`src/rtl/rf_transceiver_pkg.sv`:
```
// Shared definitions for the RF transceiver control blocks.
//   - AUX FSM state encodings (2-bit) and the matching enum type
//   - Default AUX pre/post delays; the mode controller's END_MODE_SWITCH
//     uses the same constants so both paths agree on the E32 timing.
package rf_transceiver_pkg;

    localparam logic [1:0] AUX_ST_IDLE      = 2'd0;
    localparam logic [1:0] AUX_ST_PRE_WAIT  = 2'd1;
    localparam logic [1:0] AUX_ST_STREAM    = 2'd2;
    localparam logic [1:0] AUX_ST_POST_WAIT = 2'd3;

    typedef enum logic [1:0] {
        S_IDLE      = AUX_ST_IDLE,
        S_PRE_WAIT  = AUX_ST_PRE_WAIT,
        S_STREAM    = AUX_ST_STREAM,
        S_POST_WAIT = AUX_ST_POST_WAIT
    } aux_state_e;

    localparam int AUX_PRE_DELAY_DEF  = 2000;
    localparam int AUX_POST_DELAY_DEF = 2000;

endpackage

```
`src/rtl/aux_uart_controller_rf_transceiver.sv`:
```
// UART-side AUX handshake for the RF transceiver.
// Holds AUX low for PRE_DELAY cycles before bytes stream to the MCU and for
// POST_DELAY cycles after the stream ends, and merges all AUX sources into
// the registered AUX pin.
//
// Ports:
//   internal_clk    - clock
//   rst_n           - asynchronous active-low reset
//   rx_pending      - RX buffer holds data for the MCU
//   tx_pending      - TX buffer holds MCU data not yet sent over RF
//   uart_tx_idle    - UART transmitter to the MCU has no byte in flight
//   AUX_mode_ctrl   - mode controller AUX contribution (0 = switch/init busy)
//   AUX_state_ctrl  - RF state controller AUX contribution
//   uart_tx_enable  - UART transmitter may pull bytes from the RX buffer
//   AUX_uart_ctrl   - 1 = UART path idle, 0 = busy
//   AUX             - registered AND of the three AUX contributions
module aux_uart_controller_rf_transceiver
    import rf_transceiver_pkg::*;
#(
    parameter int   PRE_DELAY    = AUX_PRE_DELAY_DEF,
    parameter int   POST_DELAY   = AUX_POST_DELAY_DEF,
    parameter logic AUX_POWER_ON = 1'b0
) (
    input  logic internal_clk,
    input  logic rst_n,
    input  logic rx_pending,
    input  logic tx_pending,
    input  logic uart_tx_idle,
    input  logic AUX_mode_ctrl,
    input  logic AUX_state_ctrl,
    output logic uart_tx_enable,
    output logic AUX_uart_ctrl,
    output logic AUX
);

    localparam int MAX_DELAY = (PRE_DELAY > POST_DELAY) ? PRE_DELAY : POST_DELAY;
    localparam int CW        = $clog2(MAX_DELAY + 1);

    // Terminal counts; the counter stops here and never wraps.
    localparam logic [CW-1:0] PRE_LAST  = CW'(PRE_DELAY - 1);
    localparam logic [CW-1:0] POST_LAST = CW'(POST_DELAY - 1);

    aux_state_e    state;
    logic [CW-1:0] cnt;

    // AUX_uart_ctrl is only ever raised in IDLE (or on the POST_WAIT->IDLE
    // transition); it is dropped when leaving IDLE and simply held low in
    // every other state.
    always_ff @(posedge internal_clk or negedge rst_n) begin
        if (!rst_n) begin
            state          <= S_IDLE;
            cnt            <= '0;
            uart_tx_enable <= 1'b0;
            AUX_uart_ctrl  <= 1'b1;
        end else begin
            case (state)
                S_IDLE: begin
                    // A new RX request wins over the tx_pending update.
                    if (rx_pending & AUX_mode_ctrl) begin
                        state         <= S_PRE_WAIT;
                        cnt           <= '0;
                        AUX_uart_ctrl <= 1'b0;
                    end else begin
                        AUX_uart_ctrl <= ~tx_pending;
                    end
                end
                S_PRE_WAIT: begin
                    // rx_pending is ignored here: the full delay always runs.
                    if (cnt == PRE_LAST) begin
                        state          <= S_STREAM;
                        cnt            <= '0;
                        uart_tx_enable <= 1'b1;
                    end else begin
                        cnt <= cnt + CW'(1);
                    end
                end
                S_STREAM: begin
                    if (~rx_pending & uart_tx_idle) begin
                        state          <= S_POST_WAIT;
                        cnt            <= '0;
                        uart_tx_enable <= 1'b0;
                    end else begin
                        uart_tx_enable <= 1'b1;
                    end
                end
                S_POST_WAIT: begin
                    // AUX never rose, so new data goes straight back to
                    // streaming without another pre-notification delay.
                    if (rx_pending) begin
                        state          <= S_STREAM;
                        cnt            <= '0;
                        uart_tx_enable <= 1'b1;
                    end else if (cnt == POST_LAST) begin
                        state         <= S_IDLE;
                        cnt           <= '0;
                        AUX_uart_ctrl <= ~tx_pending;
                    end else begin
                        cnt <= cnt + CW'(1);
                    end
                end
                default: begin
                    state          <= S_IDLE;
                    cnt            <= '0;
                    uart_tx_enable <= 1'b0;
                    AUX_uart_ctrl  <= 1'b1;
                end
            endcase
        end
    end

    // Pin merge uses the registered AUX_uart_ctrl, so it lags by one cycle.
    always_ff @(posedge internal_clk or negedge rst_n) begin
        if (!rst_n) begin
            AUX <= AUX_POWER_ON;
        end else begin
            AUX <= AUX_mode_ctrl & AUX_state_ctrl & AUX_uart_ctrl;
        end
    end

endmodule

```
`config.mk`:
```
export PLATFORM = sky130hd
export DESIGN_NAME = aux_uart_controller_rf_transceiver
export DESIGN_NICKNAME = d
export VERILOG_FILES = /design/src/rtl/rf_transceiver_pkg.sv /design/src/rtl/aux_uart_controller_rf_transceiver.sv
export SDC_FILE = /design/constraint.sdc
export NUM_CORES = 1
export LEC_CHECK = 0
export CORE_MARGIN = 1
export CORE_UTILIZATION = 58
export CTS_CLUSTER_DIAMETER = 150
export CTS_CLUSTER_SIZE = 14
export DETAILED_ROUTE_END_ITERATION = 7
export PLACE_DENSITY = 0.88
export SYNTH_ARGS = -nofsm -noshare
export SYNTH_HDL_FRONTEND = slang
export SYNTH_SLANG_ARGS = --single-unit
```
`constraint.sdc`:
```
create_clock -name internal_clk -period 4.3 [get_ports internal_clk]
set_clock_uncertainty 0.1 [all_clocks]
set_input_delay 1.075 -clock internal_clk [delete_from_list [all_inputs] [get_ports internal_clk]]
set_output_delay 1.075 -clock internal_clk [all_outputs]
set_load 0.02 [all_outputs]
```
==> summary.md <==
| Metric | Value |
|---|---|
| CTS buffer count | `3` |
| Summed instance area of the synthesized netlist | `918 µm²` |
| I/O pin cnt | `10` |
| Fraction of power consumed by combinational cells | `28.7%` |
| Kind of critical path | `flop to output pin` |
| Antenna Diode Count | `0` |
| Total of endpoints with negative setup slack in the final report | `0` |
| WL per Instance | `15.7 µm` |
| Asr flop ratio synth | `100%` |
| Critical Path Fanout Max | `4` |
| Signal arrival time at the worst endpoint | `1460 ps` |
| Hold wc startpoint | `cnt[8]` |
| Total number of vias | `766` |
| Worst Hold Path EP | `cnt[8]` |
| Sequence of cells on the critical path | `clkdlybuf4s50_1` |
| Number of storage elements in the synthesis netlist | `16` |
| Sum of overflow across all layers after global routing | `0` |
| Peak per-stage delay on the critical path | `620 ps` |
| Unique masters post-synth | `38` |
| Beginning of the worst register-to-register path | `cnt[0]` |
| Post-Synthesis Net Count | `103` |
| Met2 track utilization from global routing | `39.4%` |
| Sink Count | `16` |
| Category of cells accounting for the largest share of critical-path delay | `buffers and inverters` |
| Commonest cells in the synthesized netlist | `dfrtp_1, nand2_1, nand3_1, a21oi_1, o21ai_0` |
| Max VDD drop | `217 µV` |
| Port Buffer Count | `9` |
| Finished Cell Area | `0.00103 mm²` |
| Run status | `complete, no violations` |
| Die Outline Area | `0.00175 mm²` |
| Vias in the first global route | `752` |
| Clock-pin slew of the registers on the worst-case setup and hold paths | `90 ps` |
| Unrepaired setup endpoints after global routing | `false` |
| RePlAce Congestion | `0.761` |
| Endpoint of the lowest-slack register-to-register path | `AUX_uart_ctrl` |
| Sw frac | `34.5%` |
| Area of the placeable core | `0.00138 mm²` |
| CP max stage cell | `clkdlybuf4s50_1` |
| Synth-to-Final Area Change | `12.1%` |
| Maximum number of pins on one net before global-route repair | `17` |
| Maximum clock insertion buffer count | `2` |
| Power density relative to cell area | `375 mW/mm²` |
| CTS-repair resized insts | `0` |
| Mapped Avg Cell Area | `9.67 µm²` |
| Initial cell density of the core | `66.4%` |
| Initial antenna violation count | `0` |
| Sum of routed wire length over all layers | `1890 µm` |
| Cells after synthesis | `95` |
| Library cell occupying the most area in the post-synthesis netlist | `dfrtp_1` |
| Max-cap check violation count | `0` |
| Number of iterations in the first detailed-routing pass | `4` |
| Final worst path period share | `61.4%` |
| Overall die width | `41.8 µm` |
| Met1 routing resource usage after global routing | `32.0%` |
| Number of slew-limit violations in the final report | `0` |
| Aggregate negative setup slack | `0 ps` |
| Routing usage on met3 | `5.22%` |
| Row cnt | `13` |
| Worst reg-to-reg setup slack | `2490 ps` |
| Critical Path Sink Type | `output pin` |
| Final net count | `114` |
| Class of the most critical hold timing path | `flop to flop` |
| Clock tree from TritonCTS | `built` |
| Min-Delay Path Depth | `1` |
| Net switching power | `133 µW` |
| Proportion of layout cells with a drive suffix above 1 | `9.52%` |
| Static leakage | `0.454 nW` |
| P_int | `252 µW` |
| DRC viols | `0` |
| Insertion delay of the later-clocked pin in the worst-skew pair | `290 ps` |
| Height of the die | `41.8 µm` |
| Sequential power share | `49.4%` |
| DP HPWL | `1450 µm` |
| Buffer cell driving the clock tree root | `clkbuf_4` |
| Number of H-tree levels | `1` |
| Synth area leaders | `dfrtp_1, nand2_1, nand3_1` |
| GRT Resource Usage Total | `25.0%` |
| Share of power burned in the clock network | `21.9%` |
| Detail-routed via count per cell | `6.38` |
| Worst max-slew margin expressed relative to the limit | `53.9%` |
| Total number of yosys warnings | `0` |
| Remaining number of nets flagged by the antenna check after routing | `0` |
| R2r worst-path depth | `5` |
| Type of origin of the critical path | `flop` |
| Share of the synthesized area in the top cell type | `40.9%` |
| Post-CTS setup buffer count | `0` |
| First-pass GRT wire length | `3290 µm` |
| Count of final hold-check violations | `0` |
| Data required time at the worst endpoint | `3120 ps` |
| Register area share after synthesis | `43.7%` |
| Transition at the pin with the smallest max-transition slack | `689 ps` |
| Max frequency | `0.379 GHz` |
| Post-Place Cell Area | `0.00100 mm²` |
| Busiest metal layer after global routing | `met2` |
| Hold buffers post-CTS | `0` |
| Critical path buffers and inverters | `1` |
| Leading register cell type out of synthesis | `dfrtp_1` |
| Final critical path time including I/O delays and setup | `2640 ps` |
| Iteration-0 DRC count of the detailed router | `33` |
| Number of enable flip-flop cells after synthesis | `0` |
-- per-stage QoR --
step	hold WS, ps	cells	setup WS [ps]	total power [mW]	utilization (%)
after floorplan	362	95	2230	0.282	-
after global placement	384	116	1630	0.299	72.6
after detailed placement	419	116	1540	0.305	72.6
after CTS	432	120	1650	0.389	74.5
after global routing	454	120	1620	0.408	74.5
final	443	120	1660	0.386	74.5
-- registers in the layout, summed over array words and instances (netlist names) --
signal / flops
AUX: 1
state: 2
uart_tx_enable: 1
AUX_uart_ctrl: 1
cnt: 11
-- power by group through the flow --
stage	sequential (mW)	clock (mW)	combinational [mW]
global placement	0.192	0	0.107
detailed placement	0.194	0	0.112
CTS	0.191	0.0866	0.111
global route	0.194	0.0923	0.122
finish	0.191	0.0845	0.111
floorplan	0.183	0	0.0987
-- layer usage --
layer / routed length, µm / part of all wire, %
met1: 834 / 44
met5: 0 / 0
met2: 891 / 47
met3: 126 / 6.7
met4: 33 / 1.7
-- logic make-up (layout without fill, tap and decap cells) --
family,count (synthesis),after routing,synth area share [%]
AND/OR/NAND/NOR,46,46,27.2
AO/OA/AOI/OAI,25,25,22.8
flip-flops,16,16,43.7
buffers and inverters,6,16,3.81
adder cells (fa/ha/maj),1,1,1.36
multiplexers,1,1,1.09
-- layout by cell type (no fill, tap or decap), types with 2 or more instances in the layout --
master,synthesis,final
clkbuf_4,0,3
o21ai_0,5,5
and4b_1,2,2
or4_1,2,2
and2_1,3,3
inv_1,3,3
nand2_1,15,15
a21oi_1,5,5
dfrtp_1,15,15
and3_1,2,2
nand3_1,7,7
nor2_1,4,4
o22ai_1,2,2
nor2b_1,2,2
clkdlybuf4s50_1,0,9
o211ai_1,2,2
nand4_1,3,3
-- layout make-up --
| cell class | count | area [µm²] |
|---|---|---|
| Multi-Input combinational cell | 73 | 482 |
| Sequential cell | 16 | 402 |
| Fill cell | 97 | 353 |
| Timing Repair Buffer | 9 | 90.1 |
| Clock buffer | 4 | 26.3 |
| Tap cell | 15 | 18.8 |
| Inverter | 3 | 11.3 |
-- how the worst max path moves through the flow --
| stage | start | to | slack [ps] | cells after the start |
|---|---|---|---|---|
| finish | AUX_uart_ctrl | AUX_uart_ctrl | 1660 | 1 |
| detailed placement | rx_pending | cnt[6] | 1540 | 5 |
| CTS | AUX_uart_ctrl | AUX_uart_ctrl | 1650 | 1 |
| floorplan | AUX_mode_ctrl | cnt[5] | 2230 | 5 |
| global route | AUX_uart_ctrl | AUX_uart_ctrl | 1620 | 1 |
| global placement | rx_pending | cnt[8] | 1630 | 5 |
Power figures use the tool's default switching activity.
